==> src/rtl/aes_round_seq_pkg.sv <==
// Shared types and constants for the AES round sequencer:
// key-mode encoding, round counts and the mode-to-round-count mapping.
package aes_ctrl_pkg;

    typedef enum logic [1:0] {
        AES128 = 2'd0,
        AES192 = 2'd1,
        AES256 = 2'd2
    } key_mode_e;

    typedef enum logic {
        ST_IDLE = 1'b0,
        ST_RUN  = 1'b1
    } seq_state_e;

    localparam logic [3:0] NR_128 = 4'd10;
    localparam logic [3:0] NR_192 = 4'd12;
    localparam logic [3:0] NR_256 = 4'd14;
    localparam logic [3:0] NR_MAX = 4'd14;
    localparam int         RND_W  = 4;
    localparam int         CR_W   = 15;

    // The reserved encoding falls back to the AES-128 round count
    function automatic logic [3:0] nr_of(input logic [1:0] mode);
        logic [3:0] nr;
        case (mode)
            AES128:  nr = NR_128;
            AES192:  nr = NR_192;
            AES256:  nr = NR_256;
            default: nr = NR_128;
        endcase
        return nr;
    endfunction

endpackage

==> src/rtl/aes_round_seq_if.sv <==
// Start handshake, control inputs and stage-enable outputs of the round sequencer.
// The master drives the requests; the sequencer sits on the slave side.
interface aes_round_seq_if #(parameter int N = 4) ();
    import aes_ctrl_pkg::*;

    localparam int CNT_W = (N > 1) ? $clog2(N) : 1;

    logic              start_valid;
    logic              start_ready;
    logic [1:0]        key_mode;
    logic              hold;
    logic              abort;
    logic [CNT_W-1:0]  slot;
    logic [RND_W-1:0]  rnd_no;
    logic [RND_W-1:0]  nr;
    logic              enb_sb;
    logic              enb_sr;
    logic              enb_mc;
    logic              enb_ar;
    logic              enb_ks;
    logic              busy;
    logic              done;
    logic [CR_W-1:0]   completed_round;
    logic              mode_err;

    modport master (
        output start_valid, key_mode, hold, abort,
        input  start_ready, slot, rnd_no, nr, enb_sb, enb_sr, enb_mc, enb_ar,
               enb_ks, busy, done, completed_round, mode_err
    );

    modport slave (
        input  start_valid, key_mode, hold, abort,
        output start_ready, slot, rnd_no, nr, enb_sb, enb_sr, enb_mc, enb_ar,
               enb_ks, busy, done, completed_round, mode_err
    );

endinterface

==> src/rtl/aes_round_seq_slot_counter.sv <==
// Modulo-N channel slot counter with enable and synchronous clear.
// wrap flags the last slot so the round counter can advance on it.
module aes_slot_counter #(
    parameter int N     = 4,
    parameter int CNT_W = (N > 1) ? $clog2(N) : 1
) (
    input  logic             clk,
    input  logic             rst,
    input  logic             en,
    input  logic             clr,
    output logic [CNT_W-1:0] slot,
    output logic             wrap
);

    logic [CNT_W-1:0] slot_q;
    logic [CNT_W-1:0] slot_d;

    assign wrap = (slot_q == CNT_W'(N - 1));
    assign slot = slot_q;

    // Clear wins over enable so an abort or new accept always restarts at slot 0
    always_comb begin
        slot_d = slot_q;
        if (clr) begin
            slot_d = '0;
        end else if (en) begin
            slot_d = wrap ? '0 : slot_q + CNT_W'(1);
        end
    end

    always_ff @(posedge clk) begin
        if (rst) begin
            slot_q <= '0;
        end else begin
            slot_q <= slot_d;
        end
    end

endmodule

==> src/rtl/aes_round_seq.sv <==
// Round sequencer: interleaves N channel slots through 10/12/14 AES rounds
// and drives the datapath stage enables from registered state.
module aes_round_seq
    import aes_ctrl_pkg::*;
#(
    parameter int N = 4
) (
    input  logic            clk,
    input  logic            rst,
    aes_round_seq_if.slave  bus
);

    localparam int CNT_W = (N > 1) ? $clog2(N) : 1;

    seq_state_e       state_q, state_d;
    logic [RND_W-1:0] rnd_q, rnd_d;
    logic [RND_W-1:0] nr_q, nr_d;
    logic [CNT_W-1:0] slot;
    logic             wrap;
    logic             last_beat;
    logic             start_ready;
    logic             accept;
    logic             cnt_en;
    logic             cnt_clr;
    logic             run_d;

    logic             enb_sb_q, enb_sb_d;
    logic             enb_sr_q, enb_sr_d;
    logic             enb_mc_q, enb_mc_d;
    logic             enb_ar_q, enb_ar_d;
    logic             enb_ks_q, enb_ks_d;
    logic             busy_q, busy_d;
    logic             done_q, done_d;
    logic [CR_W-1:0]  cr_q, cr_d;

    assign last_beat   = (state_q == ST_RUN) && (rnd_q == nr_q) && wrap;
    assign start_ready = !bus.abort && !bus.hold && ((state_q == ST_IDLE) || last_beat);
    assign accept      = bus.start_valid && start_ready;
    assign cnt_en      = (state_q == ST_RUN) && !bus.hold;
    assign cnt_clr     = bus.abort || accept;

    aes_slot_counter #(.N(N), .CNT_W(CNT_W)) u_slot_counter (
        .clk  (clk),
        .rst  (rst),
        .en   (cnt_en),
        .clr  (cnt_clr),
        .slot (slot),
        .wrap (wrap)
    );

    // Next state: abort beats hold, and accept is impossible while either is high
    always_comb begin
        state_d = state_q;
        rnd_d   = rnd_q;
        nr_d    = nr_q;
        if (bus.abort) begin
            state_d = ST_IDLE;
            rnd_d   = '0;
        end else if (accept) begin
            state_d = ST_RUN;
            rnd_d   = '0;
            nr_d    = nr_of(bus.key_mode);
        end else if (!bus.hold && (state_q == ST_RUN) && wrap) begin
            if (rnd_q == nr_q) begin
                state_d = ST_IDLE;
                rnd_d   = '0;
            end else begin
                rnd_d = rnd_q + 4'd1;
            end
        end
    end

    // Outputs are decoded from next state so they leave the flops aligned with it
    always_comb begin
        run_d    = (state_d == ST_RUN);
        enb_ar_d = run_d;
        enb_ks_d = run_d;
        enb_sb_d = run_d && (rnd_d != '0);
        enb_sr_d = run_d && (rnd_d != '0);
        enb_mc_d = run_d && (rnd_d != '0) && (rnd_d != nr_d);
        busy_d   = run_d;
        done_d   = run_d && (rnd_d == nr_d);
        cr_d     = run_d ? (15'd1 << rnd_d) : '0;
    end

    always_ff @(posedge clk) begin
        if (rst) begin
            state_q  <= ST_IDLE;
            rnd_q    <= '0;
            nr_q     <= NR_128;
            enb_sb_q <= 1'b0;
            enb_sr_q <= 1'b0;
            enb_mc_q <= 1'b0;
            enb_ar_q <= 1'b0;
            enb_ks_q <= 1'b0;
            busy_q   <= 1'b0;
            done_q   <= 1'b0;
            cr_q     <= '0;
        end else begin
            state_q  <= state_d;
            rnd_q    <= rnd_d;
            nr_q     <= nr_d;
            enb_sb_q <= enb_sb_d;
            enb_sr_q <= enb_sr_d;
            enb_mc_q <= enb_mc_d;
            enb_ar_q <= enb_ar_d;
            enb_ks_q <= enb_ks_d;
            busy_q   <= busy_d;
            done_q   <= done_d;
            cr_q     <= cr_d;
        end
    end

    assign bus.start_ready     = start_ready;
    assign bus.mode_err        = accept && (bus.key_mode == 2'd3);
    assign bus.slot            = slot;
    assign bus.rnd_no          = rnd_q;
    assign bus.nr              = nr_q;
    assign bus.enb_sb          = enb_sb_q;
    assign bus.enb_sr          = enb_sr_q;
    assign bus.enb_mc          = enb_mc_q;
    assign bus.enb_ar          = enb_ar_q;
    assign bus.enb_ks          = enb_ks_q;
    assign bus.busy            = busy_q;
    assign bus.done            = done_q;
    assign bus.completed_round = cr_q;

endmodule

==> src/flat_wrapper.sv <==
// flat-port wrapper written by rule: the top's interface ports become plain ports
module aes_round_seq_flat import aes_ctrl_pkg::*;
#(
    parameter int N = 4
)
  (clk, rst, bus_start_valid, bus_key_mode, bus_hold, bus_abort, bus_start_ready, bus_slot, bus_rnd_no, bus_nr, bus_enb_sb, bus_enb_sr, bus_enb_mc, bus_enb_ar, bus_enb_ks, bus_busy, bus_done, bus_completed_round, bus_mode_err);
  aes_round_seq_if #(.N(N)) bus_i ();
  input  logic clk;
  input  logic rst;
  input wire logic [$bits(bus_i.start_valid)-1:0] bus_start_valid;
  input wire logic [$bits(bus_i.key_mode)-1:0] bus_key_mode;
  input wire logic [$bits(bus_i.hold)-1:0] bus_hold;
  input wire logic [$bits(bus_i.abort)-1:0] bus_abort;
  output wire logic [$bits(bus_i.start_ready)-1:0] bus_start_ready;
  output wire logic [$bits(bus_i.slot)-1:0] bus_slot;
  output wire logic [$bits(bus_i.rnd_no)-1:0] bus_rnd_no;
  output wire logic [$bits(bus_i.nr)-1:0] bus_nr;
  output wire logic [$bits(bus_i.enb_sb)-1:0] bus_enb_sb;
  output wire logic [$bits(bus_i.enb_sr)-1:0] bus_enb_sr;
  output wire logic [$bits(bus_i.enb_mc)-1:0] bus_enb_mc;
  output wire logic [$bits(bus_i.enb_ar)-1:0] bus_enb_ar;
  output wire logic [$bits(bus_i.enb_ks)-1:0] bus_enb_ks;
  output wire logic [$bits(bus_i.busy)-1:0] bus_busy;
  output wire logic [$bits(bus_i.done)-1:0] bus_done;
  output wire logic [$bits(bus_i.completed_round)-1:0] bus_completed_round;
  output wire logic [$bits(bus_i.mode_err)-1:0] bus_mode_err;
  assign bus_i.start_valid = bus_start_valid;
  assign bus_i.key_mode = bus_key_mode;
  assign bus_i.hold = bus_hold;
  assign bus_i.abort = bus_abort;
  assign bus_start_ready = bus_i.start_ready;
  assign bus_slot = bus_i.slot;
  assign bus_rnd_no = bus_i.rnd_no;
  assign bus_nr = bus_i.nr;
  assign bus_enb_sb = bus_i.enb_sb;
  assign bus_enb_sr = bus_i.enb_sr;
  assign bus_enb_mc = bus_i.enb_mc;
  assign bus_enb_ar = bus_i.enb_ar;
  assign bus_enb_ks = bus_i.enb_ks;
  assign bus_busy = bus_i.busy;
  assign bus_done = bus_i.done;
  assign bus_completed_round = bus_i.completed_round;
  assign bus_mode_err = bus_i.mode_err;
  aes_round_seq #(.N(N)) u_core (.clk(clk), .rst(rst), .bus(bus_i));
endmodule
==> config.mk <==
export PLATFORM = sky130hd
export DESIGN_NAME = aes_round_seq_flat
export DESIGN_NICKNAME = d
export VERILOG_FILES = /design/src/rtl/aes_round_seq_pkg.sv /design/src/rtl/aes_round_seq_if.sv /design/src/rtl/aes_round_seq_slot_counter.sv /design/src/rtl/aes_round_seq.sv /design/src/flat_wrapper.sv
export SDC_FILE = /design/constraint.sdc
export NUM_CORES = 1
export LEC_CHECK = 0
export ABC_AREA = 1
export ABC_CLOCK_PERIOD_IN_PS = 1900
export CAP_MARGIN = 30
export CORE_ASPECT_RATIO = 1.75
export CORE_MARGIN = 5
export CORE_UTILIZATION = 35
export DETAILED_ROUTE_END_ITERATION = 8
export PLACE_DENSITY = 0.64
export SLEW_MARGIN = 5
export SYNTH_ARGS = -nofsm -noshare
export SYNTH_HDL_FRONTEND = slang
export SYNTH_SLANG_ARGS = --single-unit
==> constraint.sdc <==
create_clock -name clk -period 1.9 [get_ports clk]
set_input_delay 0.57 -clock clk [delete_from_list [all_inputs] [get_ports clk]]
set_output_delay 0.57 -clock clk [all_outputs]
set_load 0.02 [all_outputs]
==> run_results.csv <==
group,metric,value,unit
run_status,status,"complete, but fails checks",
run_status,violations,"setup timing",
placement,io_buffer_count,40,
worst_setup_path,rr_worst_depth,14,
global_route,grt_use_total,15.7,%
placement,dp.final_hpwl,2830,um
synth,ys_seq_area_share,43.9,%
route,via_per_inst,4.56,
layout,nets,291,
cts,insertion_delay,0.28,ns
synth,ys_ff_latch,29,
worst_setup_path,critPathLaunchType,"register",
worst_hold_path,holdPathStages,3,
layout,antenna_cells,0,
layout,fin_util,66.6,%
synth,yosysTopAreaCellShare,43.9,%
route,highest_layer,"met4",
cts,numCtsBuffers,5,
worst_setup_path,crit_type,"reg -> out",
synth,synth_edf_count,0,
die,rows,29,
die,coreArea,0.00363,sq mm
synth,ys_types,22,
global_route,grt_max_degree,17,
die,fp.dieW,56.5,um
global_route,grt_pass1_vias,1500,
worst_hold_path,hp-class,"reg -> reg",
worst_setup_path,path_max_fanout,3,
timing,tightestPinTransition,0.428,ns
worst_setup_path,crit_arrival,1.43,ns
synth,synth_ff_type,"dfxtp_1",
timing,rsz0062_at_grt,"yes",
die,start_util,36.4,%
timing,setup_viol,2,
timing,drv_slew,0,
route,drt_iter0_drc,12,
power_and_ir_drop,vdd_drop_max,598,uV
layout,drive_gt1_share,42.0,%
timing,period_share,105,%
placement,place_ws,-0.748,ns
timing,relSlewSlack,71.5,%
worst_hold_path,whs_endpoint,"u_core.u_slot_counter.slot[0]",
worst_setup_path,r2r_slack,0.08,ns
die,die_height,91.3,um
die,io_pins,41,
synth,synthTopCellsByArea,"dfxtp_1, nand2_1, nor2_1",
route,wl_per_cell,11.8,um
synth,netlist_instances,184,
worst_hold_path,holdCritStartpoint,"u_core.u_slot_counter.slot[0]",
worst_setup_path,r2r_end,"u_core.bus.enb_mc",
cts,cts-root-buf,"clkbuf_8",
power_and_ir_drop,p_leak,1.19,nW
layout,syn2layout_area_growth,82.6,%
route,vias,1491,
timing,timing.hold.ws,0.590,ns
timing,clock_skew,0.00569,ns
worst_setup_path,startpoint,"u_core.bus.rnd_no[2]",
placement,place.gp.congestion,0.795,
route,drc_errors,0,
timing,hold_viol_final,0,
worst_setup_path,required,1.33,ns
route,route.met3.wl,142,um
synth,synth_nets,195,
timing,min_period,2.00,ns
worst_setup_path,rr_startpoint,"u_core.bus.rnd_no[2]",
global_route,antenna_found_initial,0,
cts,cts_max_path_buffers,2,
route,met1Wirelength,1350,um
cts,cts_tree,"yes",
worst_setup_path,critPathCaptureType,"output pin",
synth,yosysMostFrequentCell,"nand2_1",
cts,cts_sinks,29,
cts,path_clk_slew,0.06,ns
cts,cts.htree.levels,2,
synth,yosysWarnings,0,
synth,synthArstFlopShare,0,%
synth,yosys.area.top_type,"dfxtp_1",
synth,ys_top_cells_by_count,"nand2_1, dfxtp_1, nor2_1",
power_and_ir_drop,powerDensity,570,mW/mm^2
synth,synth_area,0.00132,sq mm
synth,avgSynthCellArea,7.19,sq um
die,die-area,0.00516,sq mm
global_route,grt_overflow,0,
route,dr.pass1.iters,4,
timing,setup_ws,-0.0964,ns
global_route,grt_pass1_wl,6290,um
job,maxCapViolations,0,
route,postRouteWirelength,3850,um
route,met2_length,2170,um
route,ant_nets,0,
timing,max_freq,501,MHz
[power breakdown]
group | internal, mW | switching, mW | total [mW]
registers | 0.611 | 0.00255 | 0.613
clock network | 0.427 | 0.231 | 0.657
logic | 0.0477 | 0.0581 | 0.106
[flip-flops by register name, summed over array words and instances (netlist names)]
register,count
u_core.bus.enb_mc,1
u_core.state_q,1
u_core.bus.completed_round,15
u_core.bus.nr,4
u_core.bus.done,1
u_core.bus.rnd_no,4
u_core.bus.enb_sb,1
u_core.u_slot_counter.slot,2
[worst max-delay path, stage by stage (launching register included)]
cell     delay [ns]
dfxtp_2        0.35
inv_2          0.04
nand2_1        0.06
nand2_2        0.07
nor2_4         0.13
nand3_4        0.10
nand2_4        0.08
nand3_4        0.07
nor2_4         0.10
buf_6          0.12
[layout make-up]
class,instances,area [sq um]
well taps,46,57.6
clock buffers,7,86.3
multi-input cells,125,772
fillers,318,1210
inverters,26,103
clock inverters,1,30.0
flip-flops and latches,29,591
repair buffers,93,776
[cells in the final DEF, fill, tap and decap left out]
cell type,netlist,routed
nand2_2,1,13
nor2_2,5,4
nor3_1,2,1
a21boi_2,0,1
dlymetal6s2s_1,0,1
ha_1,4,3
clkdlybuf4s50_1,0,21
nand3_2,2,4
dfxtp_1,29,21
clkbuf_1,0,1
nand3_4,1,4
buf_6,1,1
buf_4,3,54
a21oi_2,0,1
inv_2,2,6
a21oi_4,0,1
nand2_1,53,40
a21oi_1,4,2
inv_1,23,19
ha_2,0,1
nor2_1,28,23
dlygate4sd2_1,0,15
o21ai_2,0,2
a21boi_1,0,1
nand3_1,11,6
clkinv_4,0,1
o21ai_0,2,1
nor3_2,0,1
nand2_4,1,2
nand4_1,6,6
dfxtp_2,0,8
xor2_1,2,2
clkbuf_2,0,1
nor2_4,0,6
bufinv_16,0,1
clkbuf_8,0,6
[kinds of logic after synthesis]
logic type | count (synthesis) | synth area share (%)
XOR/XNOR | 2 | 1.32
adder cells (fa/ha/maj) | 4 | 3.78
AO/OA/AOI/OAI | 9 | 3.78
flip-flops | 29 | 43.9
buffers and inverters | 30 | 9.93
AND/OR/NAND/NOR | 110 | 37.3
[through the flow]
step	power [mW]	setup TNS (ns)	std cells	area (sq um)
global placement	0.723	-13.28	309	2070
detailed placement	0.725	-14.26	309	2070
global route	1.43	-0.519	327	2410
floorplan	0.669	-0.117	184	1330
finish	1.38	-0.102	327	2410
CTS	1.39	-0.137	320	2310
[worst max path at each step]
| stage | end | slack [ns] | depth (start not counted) |
|---|---|---|---|
| after floorplan | bus_mode_err | -0.12 | 9 |
| after CTS | bus_mode_err | -0.12 | 9 |
| after global placement | bus_start_ready | -0.73 | 4 |
| after detailed placement | bus_start_ready | -0.75 | 4 |
| after global routing | bus_mode_err | -0.19 | 9 |
| final | bus_mode_err | -0.1 | 9 |
[timing repair]
item,CTS,global route
hold buffers,0,0
hold endpoints to repair,0,0
pin swaps,10,12
cloned,0,0
gates resized for setup,65,19
setup buffers,4,7
endpoints found under the setup margin,37,21
[metal layers]
layer | up-vias | GRT usage [%]
met3 | 13 | 4.40
met4 | 0 | 10.5
met1 | 679 | 13.8
met2 | 30 | 29.6
li1 | 769 | -
met5 | - | 0
No activity file was read; power rests on OpenSTA's default activity.
